[src/rtl/mul_rr_scheduler_if.sv]
// Request/response bundle between requesters and the shared multiplier scheduler.
interface mul_rr_scheduler_if #(
   parameter int N_REQ = 4,
   parameter int WIDTH = 5,
   parameter int IDW   = $clog2(N_REQ)
);
   logic [N_REQ-1:0]       req;
   logic [N_REQ*WIDTH-1:0] op_a_flat;
   logic [N_REQ*WIDTH-1:0] op_b_flat;
   logic [N_REQ-1:0]       gnt;
   logic                   busy;
   logic                   done;
   logic [IDW-1:0]         done_id;
   logic [2*WIDTH-1:0]     mul_out;

   modport master (
      output req, op_a_flat, op_b_flat,
      input  gnt, busy, done, done_id, mul_out
   );

   modport slave (
      input  req, op_a_flat, op_b_flat,
      output gnt, busy, done, done_id, mul_out
   );
endinterface

[src/rtl/mul_rr_scheduler.sv]
// Round-robin front end for one shared shift-add multiplier (one partial product per cycle).
module mul_rr_scheduler #(
   parameter int N_REQ = 4,
   parameter int WIDTH = 5,
   parameter int IDW   = $clog2(N_REQ)
) (
   input  logic              clk,
   input  logic              reset,
   mul_rr_scheduler_if.slave bus
);
   localparam int CW = (WIDTH > 1) ? $clog2(WIDTH) : 1;
   localparam int PW = 2 * WIDTH;

   typedef enum logic [1:0] {S_IDLE, S_CALC, S_DONE} state_t;

   state_t           r_state, w_next;
   logic [IDW-1:0]   r_ptr, r_id, r_did, w_win, w_idx;
   logic             w_found, w_last;
   logic [WIDTH-1:0] r_a, r_b;
   logic [PW-1:0]    r_acc, r_mul, w_pp, w_sum;
   logic [CW-1:0]    r_cnt;
   logic [N_REQ-1:0] r_gnt;
   logic             r_done;

   // Scan from the pointer upward with wrap; first set bit wins.
   always_comb begin
      w_found = 1'b0;
      w_win   = '0;
      w_idx   = '0;
      for (int k = 0; k < N_REQ; k++) begin
         w_idx = IDW'((int'(r_ptr) + k) % N_REQ);
         if (!w_found && bus.req[w_idx]) begin
            w_found = 1'b1;
            w_win   = w_idx;
         end
      end
   end

   assign w_last = (r_cnt == CW'(WIDTH - 1));
   assign w_pp   = r_b[r_cnt] ? (PW'(r_a) << r_cnt) : '0;
   assign w_sum  = r_acc + w_pp;

   always_ff @(posedge clk) begin
      if (!reset) r_state <= S_IDLE;
      else        r_state <= w_next;
   end

   always_comb begin
      w_next = r_state;
      unique case (r_state)
         S_IDLE:  if (w_found) w_next = S_CALC;
         S_CALC:  if (w_last)  w_next = S_DONE;
         S_DONE:  w_next = S_IDLE;
         default: w_next = S_IDLE;
      endcase
   end

   always_ff @(posedge clk) begin
      if (!reset) begin
         r_ptr  <= '0;
         r_id   <= '0;
         r_did  <= '0;
         r_a    <= '0;
         r_b    <= '0;
         r_acc  <= '0;
         r_mul  <= '0;
         r_cnt  <= '0;
         r_gnt  <= '0;
         r_done <= 1'b0;
      end else begin
         r_gnt  <= '0;
         r_done <= 1'b0;
         case (r_state)
            S_IDLE: if (w_found) begin
               r_gnt <= N_REQ'(1) << w_win;
               r_id  <= w_win;
               r_a   <= bus.op_a_flat[w_win*WIDTH +: WIDTH];
               r_b   <= bus.op_b_flat[w_win*WIDTH +: WIDTH];
               r_ptr <= (w_win == IDW'(N_REQ - 1)) ? '0 : w_win + 1'b1;
               r_acc <= '0;
               r_cnt <= '0;
            end
            S_CALC: begin
               r_acc <= w_sum;
               r_cnt <= r_cnt + 1'b1;
               // mul_out and done_id only move on completion so they hold between products
               if (w_last) begin
                  r_mul  <= w_sum;
                  r_did  <= r_id;
                  r_done <= 1'b1;
               end
            end
            default: ;
         endcase
      end
   end

   assign bus.gnt     = r_gnt;
   assign bus.busy    = (r_state != S_IDLE);
   assign bus.done    = r_done;
   assign bus.done_id = r_did;
   assign bus.mul_out = r_mul;
endmodule

[src/flat_wrapper.sv]
// flat-port wrapper written by rule: the top's interface ports become plain ports
module mul_rr_scheduler_flat 
#(
   parameter int N_REQ = 4,
   parameter int WIDTH = 5,
   parameter int IDW   = $clog2(N_REQ)
)
  (clk, reset, bus_req, bus_op_a_flat, bus_op_b_flat, bus_gnt, bus_busy, bus_done, bus_done_id, bus_mul_out);
  mul_rr_scheduler_if #(.N_REQ(N_REQ), .WIDTH(WIDTH), .IDW(IDW)) bus_i ();
  input  logic clk;
  input  logic reset;
  input wire logic [$bits(bus_i.req)-1:0] bus_req;
  input wire logic [$bits(bus_i.op_a_flat)-1:0] bus_op_a_flat;
  input wire logic [$bits(bus_i.op_b_flat)-1:0] bus_op_b_flat;
  output wire logic [$bits(bus_i.gnt)-1:0] bus_gnt;
  output wire logic [$bits(bus_i.busy)-1:0] bus_busy;
  output wire logic [$bits(bus_i.done)-1:0] bus_done;
  output wire logic [$bits(bus_i.done_id)-1:0] bus_done_id;
  output wire logic [$bits(bus_i.mul_out)-1:0] bus_mul_out;
  assign bus_i.req = bus_req;
  assign bus_i.op_a_flat = bus_op_a_flat;
  assign bus_i.op_b_flat = bus_op_b_flat;
  assign bus_gnt = bus_i.gnt;
  assign bus_busy = bus_i.busy;
  assign bus_done = bus_i.done;
  assign bus_done_id = bus_i.done_id;
  assign bus_mul_out = bus_i.mul_out;
  mul_rr_scheduler #(.N_REQ(N_REQ), .WIDTH(WIDTH), .IDW(IDW)) u_core (.clk(clk), .reset(reset), .bus(bus_i));
endmodule
[config.mk]
export PLATFORM = sky130hd
export DESIGN_NAME = mul_rr_scheduler_flat
export DESIGN_NICKNAME = d
export VERILOG_FILES = /design/src/rtl/mul_rr_scheduler_if.sv /design/src/rtl/mul_rr_scheduler.sv /design/src/flat_wrapper.sv
export SDC_FILE = /design/constraint.sdc
export NUM_CORES = 1
export LEC_CHECK = 0
export ABC_CLOCK_PERIOD_IN_PS = 3010
export BUFFER_PORTS_ARGS = -buffer_cell sky130_fd_sc_hd__buf_2
export CELL_PAD_IN_SITES_DETAIL_PLACEMENT = 0
export CELL_PAD_IN_SITES_GLOBAL_PLACEMENT = 1
export CORE_MARGIN = 1.5
export CORE_UTILIZATION = 30
export DETAILED_ROUTE_END_ITERATION = 8
export PLACE_DENSITY_LB_ADDON = 0.1
export SLEW_MARGIN = 20
export SYNTH_ARGS = -nofsm -noshare
export SYNTH_HDL_FRONTEND = slang
export SYNTH_SLANG_ARGS = --single-unit
[constraint.sdc]
create_clock -name clk -period 3.01 [get_ports clk]
set_input_delay 0.301 -clock clk [delete_from_list [all_inputs] [get_ports clk]]
set_output_delay 0.301 -clock clk [all_outputs]
set_load 0.1 [all_outputs]
Word level (Yosys, flattened, before mapping)
Cells that the tools add are included.
{"block": "word_totals", "register_bits": 46, "latchBits": 0, "mem_bits_rw": 0, "romBits": 0, "in_bits": 46, "out_inout_bits": 18, "elab_cells": 75, "memories": 0}
{"block": "op_classes", "add_sub_neg": 6, "n_mul": 1, "div_mod_pow": 0, "order_cmp": 5, "eq_ne": 5, "shift": 4, "mux": 28, "n_bitwise": 0, "reduce_logical": 15}
{"cell": "variable part select 20 x 6 -> 5 bit", "n": 2}
{"cell": "2-to-1 mux 10 bit", "n": 2}
{"cell": "case mux 10 bit (2 select lines)", "n": 1}
{"cell": "2-to-1 mux 2 bit", "n": 7}
{"cell": "< comparator 2 x 3 -> 1 bit (second input constant)", "n": 4}
{"cell": "adder 10 bit", "n": 1}
{"cell": "2-to-1 mux 1 bit", "n": 10}
{"cell": "AND reduction 2 bit", "n": 5}
{"cell": "<< shifter 5 x 3 -> 10 bit", "n": 1}
{"cell": "binary-select mux 1 bit (select 2 bit)", "n": 4}
{"cell": "case mux 3 bit (2 select lines)", "n": 1}
{"cell": "multiplier 2 x 3 -> 5 bit (second input constant)", "n": 1}
{"cell": "adder 2 x 1 -> 2 bit (second input constant)", "n": 2}
{"cell": "adder 2 bit (second input constant)", "n": 2}
{"cell": "< comparator 3 x 4 -> 1 bit (second input constant)", "n": 1}
{"cell": "!= test 2 x 1 -> 1 bit (second input constant)", "n": 2}
{"cell": "case mux 2 bit (2 select lines)", "n": 1}
{"cell": "nonzero test 2 bit", "n": 2}
{"cell": "<< shifter 1 x 2 -> 4 bit (first input constant)", "n": 1}
{"cell": "adder 3 x 1 -> 3 bit (second input constant)", "n": 1}
{"cell": "binary-select mux 1 bit (select 3 bit)", "n": 1}
{"cell": "equality test 3 bit (second input constant)", "n": 1}
{"cell": "logical AND 1 bit", "n": 3}
{"cell": "zero test 1 bit", "n": 3}
{"cell": "other kinds (5)", "n": 5}

Depth between registers and ports, before layout
Gate-level depths: netlist (run 1).
{"block": "depth", "depth_word": 14, "mapped_depth": 12, "mapped_depth_nobuf": 11}

Least setup slack after synthesis (run 1)
OpenSTA, ideal clock, no wires.
{"block": "synth_path", "kind": "flip-flop to flip-flop", "startpoint": "reg u_core.r_cnt[0]", "endpoint": "reg u_core.r_mul[9], in the netlist u_core.bus.mul_out[9]", "setup_ns": 0.125, "arrival_time_ns": 2.677, "required_time_ns": 2.885, "path_slack_ns": 0.209, "path_stages_with_launch": 13, "path_buffers": 1, "period_less_slack_ns": 2.801, "path_cell_list": "dfxtp_1 -> mux4_2 -> nand2b_1 -> inv_1 -> a31oi_1 -> a21oi_1 -> ha_1 -> clkbuf_1 -> a21o_1 -> a21o_1 -> a31o_2 -> mux2_2 -> nand3_1"}
{"block": "synth_via", "elab_chain_len": 4, "elab_cells_between_ends": 7, "classes_between": "add/sub (1); eq/ne (1); shift (1); mux (3); reduce/logical (1)"}
{"item": "start: declaration", "line": "mul_rr_scheduler.sv:21", "text": "logic [CW-1:0] r_cnt;"}
{"item": "start signal: assignment", "line": "mul_rr_scheduler.sv:85", "text": "r_cnt <= r_cnt + 1'b1;"}
{"item": "binary-select mux 1 bit (select 3 bit)", "line": "mul_rr_scheduler.sv:40", "text": "assign w_pp = r_b[r_cnt] ? (PW'(r_a) << r_cnt) : '0;"}
{"item": "2-to-1 mux 1 bit (implied by the code)", "line": "mul_rr_scheduler.sv:40"}
{"item": "2-to-1 mux 10 bit", "line": "mul_rr_scheduler.sv:40"}
{"item": "adder 10 bit", "line": "mul_rr_scheduler.sv:41", "text": "assign w_sum = r_acc + w_pp;"}
{"item": "end signal: assignment", "line": "mul_rr_scheduler.sv:88", "text": "r_mul <= w_sum;"}
{"item": "end: declaration", "line": "mul_rr_scheduler.sv:20", "text": "logic [PW-1:0] r_acc, r_mul, w_pp, w_sum;"}
Parallel ways exist; a longest one is shown, timed or not. The select of a mux whose other input is x is not followed.
A chain may end at the register's enable or synchronous reset.

Final worst setup path (run 1)
Ends and elaborated chain as after synthesis.

==> run summary, run 1 <==
status: completed
DRT iter0 DRCs: 44
Synth top area share: 0.328
first-pass GRT wire length: 11.8 mm
fmax: 359 MHz
post-route cell area: 3320 um2
post-synthesis instance total: 332
Critical Path Stages: 11
Post-CTS Resized: 0
drt wl/cell: 14.0 um
dpl cell area: 3210 um2
share of cells above drive strength 1: 0.240
worst-path fanout max: 7
crit path launch type: flop
core footprint: 9150 um2
power per cell area: 441 nW/um2
Die Width: 99.7 um
vias in the first global route: 2,460
TritonCTS clock tree: built
Non-Filler Instances: 503
pin count of the biggest net entering global routing: 26
max-slew violation count: 0
Final Cycle Share: 0.927
WS Path Type: flop to flop
final WL: 7.05 mm
CP required: 3260 ps
initial antenna violation count: 0
CTS max path bufs: 2
number of distinct library cells after synthesis: 51
GRT Overall Usage: 0.148
hold_buf cts: 0
WP data arrival: 3040 ps
final setup TNS: 0 ps
Post-CTS Repair Setup Buffers: 0
Register-to-Register Path Depth: 11
delay-heaviest family, CP: compound AO/OA/AOI/OAI gates
main flop type after synthesis: dfxtp_1
Net Count, Synth: 390
detailed placement HPWL: 5.37 mm
Inserted Diodes: 0
area leader, netlist: dfxtp_1
die area: 9950 um2
GRT Residual Overflow: 0
placer congestion estimate: 0.823
final core occ: 0.363
worst hold path type: primary input to flop
CP dominant cell by count: a21o_1
placed cell count: 495
slowest cell delay on critical path: 500 ps
# IOs: 64
residual DRC count: 0
crit path time final: 2790 ps
Hold Crit Depth: 3
CTS Buf Count: 5
Max Cap Violations: 0
synth top area cells: dfxtp_1 33%, mux2i_1 8.9%, nand2_1 6.1%
slowest cell on the critical path: mux4_2
CTS Sinks: 46
Yosys reg bits: 46
Mapped Area: 2810 um2
area grow syn2layout: 18.3%
vias: 2,515
Least-Margin Pin Slew: 532 ps
DR pass1 iterations: 4
clock latency on the worst-skew pair: 310 ps
Routed Antenna Nets: 0
Chip Height: 99.7 um
initial core utilization: 0.307
slew margin rel.: 0.645
endpoints failing hold: 0
worst clock skew: 8.91 ps
Synth Area per Inst: 8.46 um2
crit path cell chain: mux4_2 > nand2b_1 > inv_1 > a31oi_2 > a21oi_1 > ha_1 > a21o_1 > a21o_1 > a31o_2 > mux2_2 > nand3_1
H-tree levels: 2
post-synthesis sequential area ratio: 0.328
largest vdd supply drop: 179 uV
Leak: 0.00146 uW
Buffers & Inverters on Critical Path: 1
FP Rows: 35
clock transition at the registers of the reported paths: 100 ps
clock root buffer: clkbuf_8
Setup violations, final: 0
vias per std cell: 5.00
Synth async-reset ratio: 0
Post-synth EDFFs: 0
RSZ-0062 raised after global routing: false
Setup crit end kind: flop
NumNets Final: 449
Synth top cells by count: 46 x dfxtp_1, 46 x nand2_1, 25 x mux2i_1
Synth Warn #: 0
Port Buf Inserts: 63
[cell type report]
| class | count | area, um2 |
|---|---|---|
| fill | 978 | 5830 |
| multi-input combinational | 254 | 1730 |
| sequential | 46 | 921 |
| timing repair buffer | 74 | 398 |
| tap | 111 | 139 |
| clock buffer | 5 | 68.8 |
| inverter | 10 | 37.5 |
| clock inverter | 3 | 28.8 |
[through the flow]
step	hold WS (ps)	power [uW]	setup WS, ps
after global routing	277	1550	12.0
after CTS	277	1490	0.655
after floorplan	427	975	209
after detailed placement	447	1060	46.8
after global placement	445	1060	76.5
final	283	1460	221
[cell families after synthesis]
kind of cell	share of synthesized area
and+or+nand+nor	0.208
AOI/OAI and AO/OA	0.206
DFF	0.328
buffers and inverters	0.0597
muxes	0.117
adders and majority gates	0.0561
xor gates and xnor gates	0.0250
[final timing paths]
kind,startpoint,end,slack [ps]
worst max-delay path,u_core.r_cnt[0],u_core.bus.mul_out[9],220
worst min-delay path,bus_op_b_flat[3],u_core.r_b[3],280
worst max register to register,u_core.r_cnt[0],u_core.bus.mul_out[9],220
worst min register to register,u_core.bus.done_id[0],u_core.bus.done_id[0],460
[where the power goes]
group / switching (uW) / leakage, uW / internal [uW]
sequential: 38.5 / 0.000374 / 647
clock: 243 / 0.0000506 / 174
combinational: 209 / 0.00103 / 152
[cell usage in the layout, fill, tap and decap left out, types with 4 or more instances in the layout]
cell / count
inv_1: 10
o21ai_0: 15
buf_4: 11
a21boi_0: 12
o221ai_1: 10
a21oi_1: 13
nand2_1: 46
mux2_2: 5
xnor2_1: 6
nand3_1: 20
nor2_1: 17
and3_1: 4
mux2i_1: 25
ha_1: 11
dfxtp_1: 46
buf_2: 63
and2_1: 6
nor2b_1: 8
clkbuf_8: 5
a21o_1: 6
[worst register-to-register path: cells and delay by family (launching register included)]
kind,cells,cell delay (ps)
fa+ha+maj,1,380
flops,1,360
compound gates,5,960
mux,2,770
simple gates,2,190
buf+inv,1,70
[routing by layer]
metal	track usage	up-vias	wire length (um)
met5	0	-	0
met4	0.0325	0	60
met3	0.0302	6	224
met2	0.252	60	3220
met1	0.193	1137	3540
li1	-	1312	-
[state kept, by name, summed over array words and instances (netlist names), named ones only]
register            flops
u_core.r_cnt            3
u_core.r_b              5
u_core.r_state          2
u_core.r_id             2
u_core.bus.done         1
u_core.bus.gnt          4
u_core.bus.done_id      2
u_core.r_acc           10
u_core.r_a              5
u_core.r_ptr            1
u_core.bus.mul_out     10
(Power assumes the default switching activity.)
==> run 2, diff against run 1 <==
--- a/config.mk
+++ b/config.mk
@@ -5,13 +5,15 @@
 export SDC_FILE = /design/constraint.sdc
 export NUM_CORES = 1
 export LEC_CHECK = 0
-export ABC_CLOCK_PERIOD_IN_PS = 3010
+export ABC_CLOCK_PERIOD_IN_PS = 2690
 export BUFFER_PORTS_ARGS = -buffer_cell sky130_fd_sc_hd__buf_2
 export CELL_PAD_IN_SITES_DETAIL_PLACEMENT = 0
 export CELL_PAD_IN_SITES_GLOBAL_PLACEMENT = 1
+export CORE_ASPECT_RATIO = 0.8
 export CORE_MARGIN = 1.5
 export CORE_UTILIZATION = 30
 export DETAILED_ROUTE_END_ITERATION = 8
+export HOLD_SLACK_MARGIN = 0.15
 export PLACE_DENSITY_LB_ADDON = 0.1
 export SLEW_MARGIN = 20
 export SYNTH_ARGS = -nofsm -noshare
==> constraint.sdc (replaced) <==
create_clock -name clk -period 2.69 [get_ports clk]
set_input_delay 0.269 -clock clk [delete_from_list [all_inputs] [get_ports clk]]
set_output_delay 0.269 -clock clk [all_outputs]
set_load 0.1 [all_outputs]
==> run 2 against run 1 <==
Net effect: register-to-register slack got worse by 150 ps; clock-buffer cell count did not move; die area hardly changed; via count is 0.72% higher; hold slack got worse by 3.4 ps; core utilization up 2.6 points; non-clock buffer count grew 9; sequential power up 12%; clock skew rose by 1.1 ps; sequential share of layout area is 1.6 points lower; clock power is 53% higher; critical path type unchanged; largest cell class unchanged.
==> run summary, run 2 (same netlist as run 1, synthesis figures left out) <==
pin count of the biggest net entering global routing: 26 (unchanged)
Chip Height: 89.5 um (was 99.7 um)
# fillers: 975 (was 978)
final core occ: 0.389 (was 0.363)
RSZ-0062 raised after global routing: true (was false)
switch share: 0.317 (was 0.335)
drt wl/cell: 14.5 um (was 14.0 um)
Die Width: 111 um (was 99.7 um)
power per cell area: 522 nW/um2 (was 441 nW/um2)
delay-heaviest family, CP: compound AO/OA/AOI/OAI gates (unchanged)
GRT Residual Overflow: 0 (unchanged)
endpoints failing hold: 0 (unchanged)
H-tree levels: 2 (unchanged)
Power Internal: 1260 uW (was 974 uW)
Routed Antenna Nets: 0 (unchanged)
Port Buf Inserts: 63 (unchanged)
fmax: 382 MHz (was 359 MHz)
sequential share of power: 0.417 (was 0.469)
first-pass GRT wire length: 12.5 mm (was 11.8 mm)
clock root buffer: clkbuf_16 (was clkbuf_8)
status: completed (unchanged)
final WL: 7.50 mm (was 7.05 mm)
die area: 9950 um2 (about the same)
Critical Path Stages: 11 (unchanged)
Setup crit end kind: flop (unchanged)
CTS Sinks: 46 (unchanged)
crit path cell chain: mux4_2 > nand2b_4 > inv_4 > a31oi_4 > a21oi_2 > ha_1 > a21oi_1 > o211ai_1 > a31o_4 > mux2_2 > nand3_1 (was mux4_2 > nand2b_1 > inv_1 > a31oi_2 > a21oi_1 > ha_1 > a21o_1 > a21o_1 > a31o_2 > mux2_2 > nand3_1)
most frequent cells in the layout: 63 x buf_2, 46 x nand2_1, 45 x dfxtp_1, 25 x mux2i_1, 20 x nand3_1 (was 63 x buf_2, 46 x nand2_1, 46 x dfxtp_1, 25 x mux2i_1, 20 x nand3_1)
vias in the first global route: 2,493 (was 2,460)
Max Cap Violations: 0 (unchanged)
placed cell count: 507 (was 495)
Setup violations, final: 0 (unchanged)
largest vdd supply drop: 209 uV (was 179 uV)
Final Cycle Share: 0.973 (was 0.927)
slowest cell delay on critical path: 530 ps (was 500 ps)
vias per std cell: 4.91 (was 5.00)
most common cell after layout, fill and taps aside: buf_2 (unchanged)
FP Rows: 31 (was 35)
post-place setup slack: -90.5 ps (was 46.8 ps)
WP data arrival: 2860 ps (was 3040 ps)
Non-Filler Instances: 516 (was 503)
max-slew violation count: 0 (unchanged)
DR pass1 iterations: 4 (unchanged)
vias: 2,533 (was 2,515)
CTS Buf Count: 5 (unchanged)
worst clock skew: 10.0 ps (was 8.91 ps)
slew margin rel.: 0.655 (was 0.645)
clock group share of total power: 0.347 (was 0.285)
initial antenna violation count: 0 (unchanged)
share of cells above drive strength 1: 0.284 (was 0.240)
final setup TNS: 0 ps (unchanged)
worst hold path type: primary input to flop (unchanged)
initial core utilization: 0.309 (was 0.307)
worst-path fanout max: 4 (was 7)
TritonCTS clock tree: built (unchanged)
CTS max path bufs: 2 (unchanged)
Leak: 0.00153 uW (was 0.00146 uW)
# IOs: 64 (unchanged)
Comb power frac: 0.235 (was 0.246)
DRT iter0 DRCs: 154 (was 44)
Register-to-Register Path Depth: 11 (unchanged)
Hold Crit Depth: 3 (unchanged)
Sequential Area: 922 um2 (was 921 um2)
residual DRC count: 0 (unchanged)
Setup WS post-layout: 73.4 ps (was 221 ps)
crit path time final: 2620 ps (was 2790 ps)
Inserted Diodes: 0 (unchanged)
clock transition at the registers of the reported paths: 70 ps (was 100 ps)
Buffers & Inverters on Critical Path: 1 (unchanged)
area of the multi-input gates: 1800 um2 (was 1730 um2)
detailed placement HPWL: 5.71 mm (was 5.37 mm)
Fin Hold WS: 279 ps (was 283 ps)
CP required: 2930 ps (was 3260 ps)
clock latency on the worst-skew pair: 300 ps (was 310 ps)
NumNets Final: 458 (was 449)
GRT Overall Usage: 0.158 (was 0.148)
P_sw: 584 uW (was 490 uW)
crit path launch type: flop (unchanged)
Least-Margin Pin Slew: 516 ps (was 532 ps)
area grow syn2layout: 25.7% (was 18.3%)
core footprint: 9080 um2 (was 9150 um2)
hold_buf cts: 0 (unchanged)
slowest cell on the critical path: mux4_2 (unchanged)
WS Path Type: flop to flop (unchanged)
placer congestion estimate: 0.871 (was 0.823)
==> run 2: changes by cell type in the layout (fill, tap and decap cells not counted), moves of 2 or more <==
cell / delta
buf_4: +8
a21oi_2: +2
clkbuf_8: -5
o21ai_0: -2
clkinvlp_4: +2
o21ai_1: +2
clkbuf_16: +5
a21oi_1: -2
==> run 2: worst paths after layout <==
check / from / end / slack (ps)
hold reg to reg: u_core.bus.done_id[1] / u_core.bus.done_id[1] / 460
setup reg to reg: u_core.r_cnt[0] / u_core.bus.mul_out[9] / 70
setup / recovery: u_core.r_cnt[0] / u_core.bus.mul_out[9] / 70
hold / removal: bus_op_a_flat[8] / u_core.r_a[3] / 280
==> run 2: area by class of cell <==
class,instances,share of cell area
inverters,10,0.0113
clock inverters,3,0.00674
multi-input cells,254,0.511
clock buffers,5,0.0355
repair buffers,83,0.133
flip-flops and latches,46,0.261
well taps,115,0.0408
==> run 2: worst min-delay path, cell delays in order <==
cell	delay [ps]
buf_2	70
mux2i_1	50
o221ai_1	150
==> run 2: power groups by stage <==
stage | combinational, uW | clock [uW] | sequential, uW
2_1_floorplan | 296 | 0 | 797
3_3_place_gp | 417 | 0 | 783
3_5_place_dp | 419 | 0 | 782
4_1_cts | 425 | 666 | 767
5_1_grt | 479 | 685 | 775
6_report | 433 | 640 | 769
==> run 2: per-layer routing <==
metal  up-vias  share of wire  global-route usage
met5         -              0                   0
met4         0          0.015              0.0472
met3         9          0.024              0.0312
met2        29           0.42               0.249
met1      1163           0.55               0.221
li1       1332              -                   -
==> run 2: repair_timing <==
item / 4_1_cts / 5_1_grt
buffers inserted: 0 / 1
setup endpoints to repair: 5 / 12
pin swaps: 2 / 14
gates resized for setup: 4 / 17
==> run 2: metrics by stage <==
stage	total power (uW)	area, um2
after floorplan	1090	2820
after global placement	1200	3290
after detailed placement	1200	3290
after CTS	1860	3460
after global routing	1940	3530
final	1840	3530
==> run 3, diff against run 2 <==
--- a/config.mk
+++ b/config.mk
@@ -5,8 +5,10 @@
 export SDC_FILE = /design/constraint.sdc
 export NUM_CORES = 1
 export LEC_CHECK = 0
+export ABC_AREA = 1
 export ABC_CLOCK_PERIOD_IN_PS = 2690
 export BUFFER_PORTS_ARGS = -buffer_cell sky130_fd_sc_hd__buf_2
+export CAP_MARGIN = 10
 export CELL_PAD_IN_SITES_DETAIL_PLACEMENT = 0
 export CELL_PAD_IN_SITES_GLOBAL_PLACEMENT = 1
 export CORE_ASPECT_RATIO = 0.8
==> run 3 against run 2 <==
Net effect: first-iteration DRC count down 15%; combinational power rose to 4.4 times the previous value; worst setup slack worse by 15 ps; fmax down 0.55%; non-clock buffer count rose by 11; design area is 10% higher; cell count rose by 25%; global-route usage grew 0.14 points; synthesized cell count up 34%.
==> run summary, run 3 <==
final WL: 8.22 mm (was 7.50 mm)
Comb power frac: 0.556 (was 0.235)
Synth top area share: 0.315 (was 0.328)
clock transition at the registers of the reported paths: 70 ps (about the same)
Least-Margin Pin Slew: 896 ps (was 516 ps)
WP data arrival: 2870 ps (was 2860 ps)
CP required: 2930 ps (about the same)
area of the multi-input gates: 1960 um2 (was 1800 um2)
H-tree levels: 2 (unchanged)
worst setup path endpoint: u_core.bus.mul_out[6] (was u_core.bus.mul_out[9])
Synth async-reset ratio: 0 (unchanged)
largest vdd supply drop: 459 uV (was 209 uV)
clock latency on the worst-skew pair: 290 ps (was 300 ps)
Synth top cells by count: 126 x nand2_1, 71 x nand3_1, 46 x dfxtp_1 (was 46 x dfxtp_1, 46 x nand2_1, 25 x mux2i_1)
dpl cell area: 3420 um2 (was 3290 um2)
worst-path fanout max: 7 (was 4)
Final Cycle Share: 0.978 (was 0.973)
core footprint: 9570 um2 (was 9080 um2)
Chip Height: 91.3 um (was 89.5 um)
Yosys reg bits: 46 (unchanged)
Sequential Area: 922 um2 (unchanged)
Setup crit end kind: flop (unchanged)
number of distinct library cells after synthesis: 34 (was 51)
hold_buf cts: 0 (unchanged)
Synth Area per Inst: 6.58 um2 (was 8.46 um2)
initial antenna violation count: 0 (unchanged)
first-pass GRT wire length: 13.3 mm (was 12.5 mm)
Synth Warn #: 0 (unchanged)
# fillers: 1,009 (was 975)
FF-to-FF End: u_core.bus.mul_out[6] (was u_core.bus.mul_out[9])
Max Cap Violations: 0 (unchanged)
die area: 10,300 um2 (was 9950 um2)
Leak: 0.00191 uW (was 0.00153 uW)
endpoints failing hold: 0 (unchanged)
crit path launch type: flop (unchanged)
CP startpoint: u_core.r_cnt[0] (unchanged)
status: completed (unchanged)
power per cell area: 875 nW/um2 (was 522 nW/um2)
placer congestion estimate: 0.837 (was 0.871)
worst clock skew: 4.64 ps (was 10.0 ps)
RR Startpoint: u_core.r_cnt[0] (unchanged)
sequential share of power: 0.262 (was 0.417)
r2r setup slk: 60 ps (was 70 ps)
drt wl/cell: 12.8 um (was 14.5 um)
vias: 3,003 (was 2,533)
Power Internal: 1770 uW (was 1260 uW)
most common cell after layout, fill and taps aside: nand2_1 (was buf_2)
CTS Buf Count: 5 (unchanged)
synth top area cells: dfxtp_1 32%, nand2_1 16%, nand3_1 12% (was dfxtp_1 33%, mux2i_1 8.9%, nand2_1 6.1%)
Net Count, Synth: 502 (was 390)
max-slew violation count: 0 (unchanged)
switch share: 0.480 (was 0.317)
DR pass1 iterations: 4 (unchanged)
Mapped Area: 2920 um2 (was 2810 um2)
most frequent cells in the layout: 122 x nand2_1, 69 x nand3_1, 63 x buf_2, 45 x dfxtp_1, 36 x inv_1 (was 63 x buf_2, 46 x nand2_1, 45 x dfxtp_1, 25 x mux2i_1, 20 x nand3_1)
Setup violations, final: 0 (unchanged)
GRT Overall Usage: 0.160 (was 0.158)
share of cells above drive strength 1: 0.334 (was 0.284)
residual DRC count: 0 (unchanged)
Routed Antenna Nets: 0 (unchanged)
P_sw: 1640 uW (was 584 uW)
fmax: 380 MHz (was 382 MHz)
TritonCTS clock tree: built (unchanged)
final setup TNS: 0 ps (unchanged)
crit path time final: 2630 ps (was 2620 ps)
most instantiated library cell after synthesis: nand2_1
post-synthesis instance total: 444 (was 332)
CTS Sinks: 46 (unchanged)
clock root buffer: clkbuf_16 (unchanged)
post-route cell area: 3890 um2 (was 3530 um2)
CTS max path bufs: 2 (unchanged)
Port Buf Inserts: 63 (unchanged)
vias in the first global route: 2,754 (was 2,493)
post-synthesis sequential area ratio: 0.315 (was 0.328)
Post-synth EDFFs: 0 (unchanged)
GRT Residual Overflow: 0 (unchanged)
area grow syn2layout: 33.1% (was 25.7%)
Register-to-Register Path Depth: 17 (was 11)
clock group share of total power: 0.182 (was 0.347)
slew margin rel.: 0.402 (was 0.655)
worst hold path type: primary input to flop (unchanged)
Inserted Diodes: 0 (unchanged)
NumNets Final: 581 (was 458)
pin count of the biggest net entering global routing: 24 (was 26)
DRT iter0 DRCs: 131 (was 154)
main flop type after synthesis: dfxtp_1 (unchanged)
area leader, netlist: dfxtp_1 (unchanged)
initial core utilization: 0.305 (was 0.309)
RSZ-0062 raised after global routing: true (unchanged)
# IOs: 64 (unchanged)
WS Path Type: flop to flop (unchanged)
FP Rows: 32 (was 31)
detailed placement HPWL: 6.05 mm (was 5.71 mm)
Die Width: 113 um (was 111 um)
vias per std cell: 4.67 (was 4.91)
run 3: cell count changes after synthesis, sizes merged, moves of 5 or more:
cell    before  now
and2         6    0
mux2i       25    0
xnor2        6    0
mux2         5    0
a21o         6    1
nor2b        8    0
nor2        17   37
inv         10   41
a21oi       13   25
nand2       46  142
o221ai      10    0
nand3       20   71
a21boi      13    0
run 3: power groups by stage:
stage	Sequential [uW]	Clock, uW	Combinational [uW]
finish	893	620	1890
global route	906	666	2110
CTS	885	637	1820
detailed placement	899	0	1780
global placement	901	0	1790
floorplan	983	0	1380
run 3: worst min-delay path by stage:
stage                     slack (ps)                    end  cells past startpoint              start
after floorplan                  420      u_core.bus.gnt[0]                      2              reset
after global placement           450  u_core.bus.done_id[1]                      2     u_core.r_id[1]
after detailed placement         450          u_core.r_b[1]                      2      u_core.r_b[1]
after CTS                        290          u_core.r_b[2]                      5  bus_op_b_flat[17]
after global routing             330          u_core.r_a[2]                      5  bus_op_a_flat[17]
final                            290          u_core.r_a[2]                      5  bus_op_a_flat[17]
run 3: cell families (layout without fill, tap and decap cells):
| kind of cell | count (synthesis) | count (layout) | synth area share |
|---|---|---|---|
| xor gates and xnor gates | 6 | 6 | 0.0180 |
| adders and majority gates | 12 | 12 | 0.0539 |
| AOI/OAI and AO/OA | 55 | 55 | 0.112 |
| buffers and inverters | 63 | 143 | 0.101 |
| DFF | 46 | 46 | 0.315 |
| and+or+nand+nor | 262 | 262 | 0.399 |
run 3: metrics by stage:
stage,total power [uW],hold slack [ps],std cells,setup slack (ps),util
finish,3410,291,643,58.8,0.407
global route,3690,328,643,-142,0.407
CTS,3340,294,636,3.03,0.380
detailed placement,2680,450,627,-123,0.358
global placement,2690,450,627,-118,0.358
floorplan,2370,417,444,55.6,-
run 3: worst max-delay path: stages, from the launching register on:
cell and delay, ps:
dfxtp_2 330, buf_6 130, nor2_4 30, nor2_2 90, o21ai_1 70, a21oi_1 190, nor2_2 100, nor4_2 330
ha_2 260, fa_2 220, nand3_2 90, nand2_4 100, a21oi_2 60, o21ai_2 140, xor2_1 200, buf_4 150
o21ai_2 40, inv_1 50
run 3: layout make-up:
type,count,share of cell area
well taps,119,0.0383
clock inverters,3,0.00482
repair buffers,94,0.145
multi-input cells,335,0.503
inverters,41,0.0402
clock buffers,5,0.0322
flip-flops and latches,46,0.237
run 3: routing by layer:
layer / share of wire / GRT usage / up-vias
met5: 0 / 0 / -
met4: 0.0090 / 0.0406 / 0
met3: 0.031 / 0.0340 / 9
met2: 0.42 / 0.234 / 43
met1: 0.54 / 0.236 / 1356
li1: - / - / 1595
run 3: what timing repair did:
| item | CTS | global route |
|---|---|---|
| cloned | 0 | 0 |
| resized for setup | 11 | 48 |
| endpoints found under the hold margin | 0 | 0 |
| pin swaps | 4 | 25 |
| endpoints found under the setup margin | 5 | 11 |
| setup buffers | 1 | 7 |
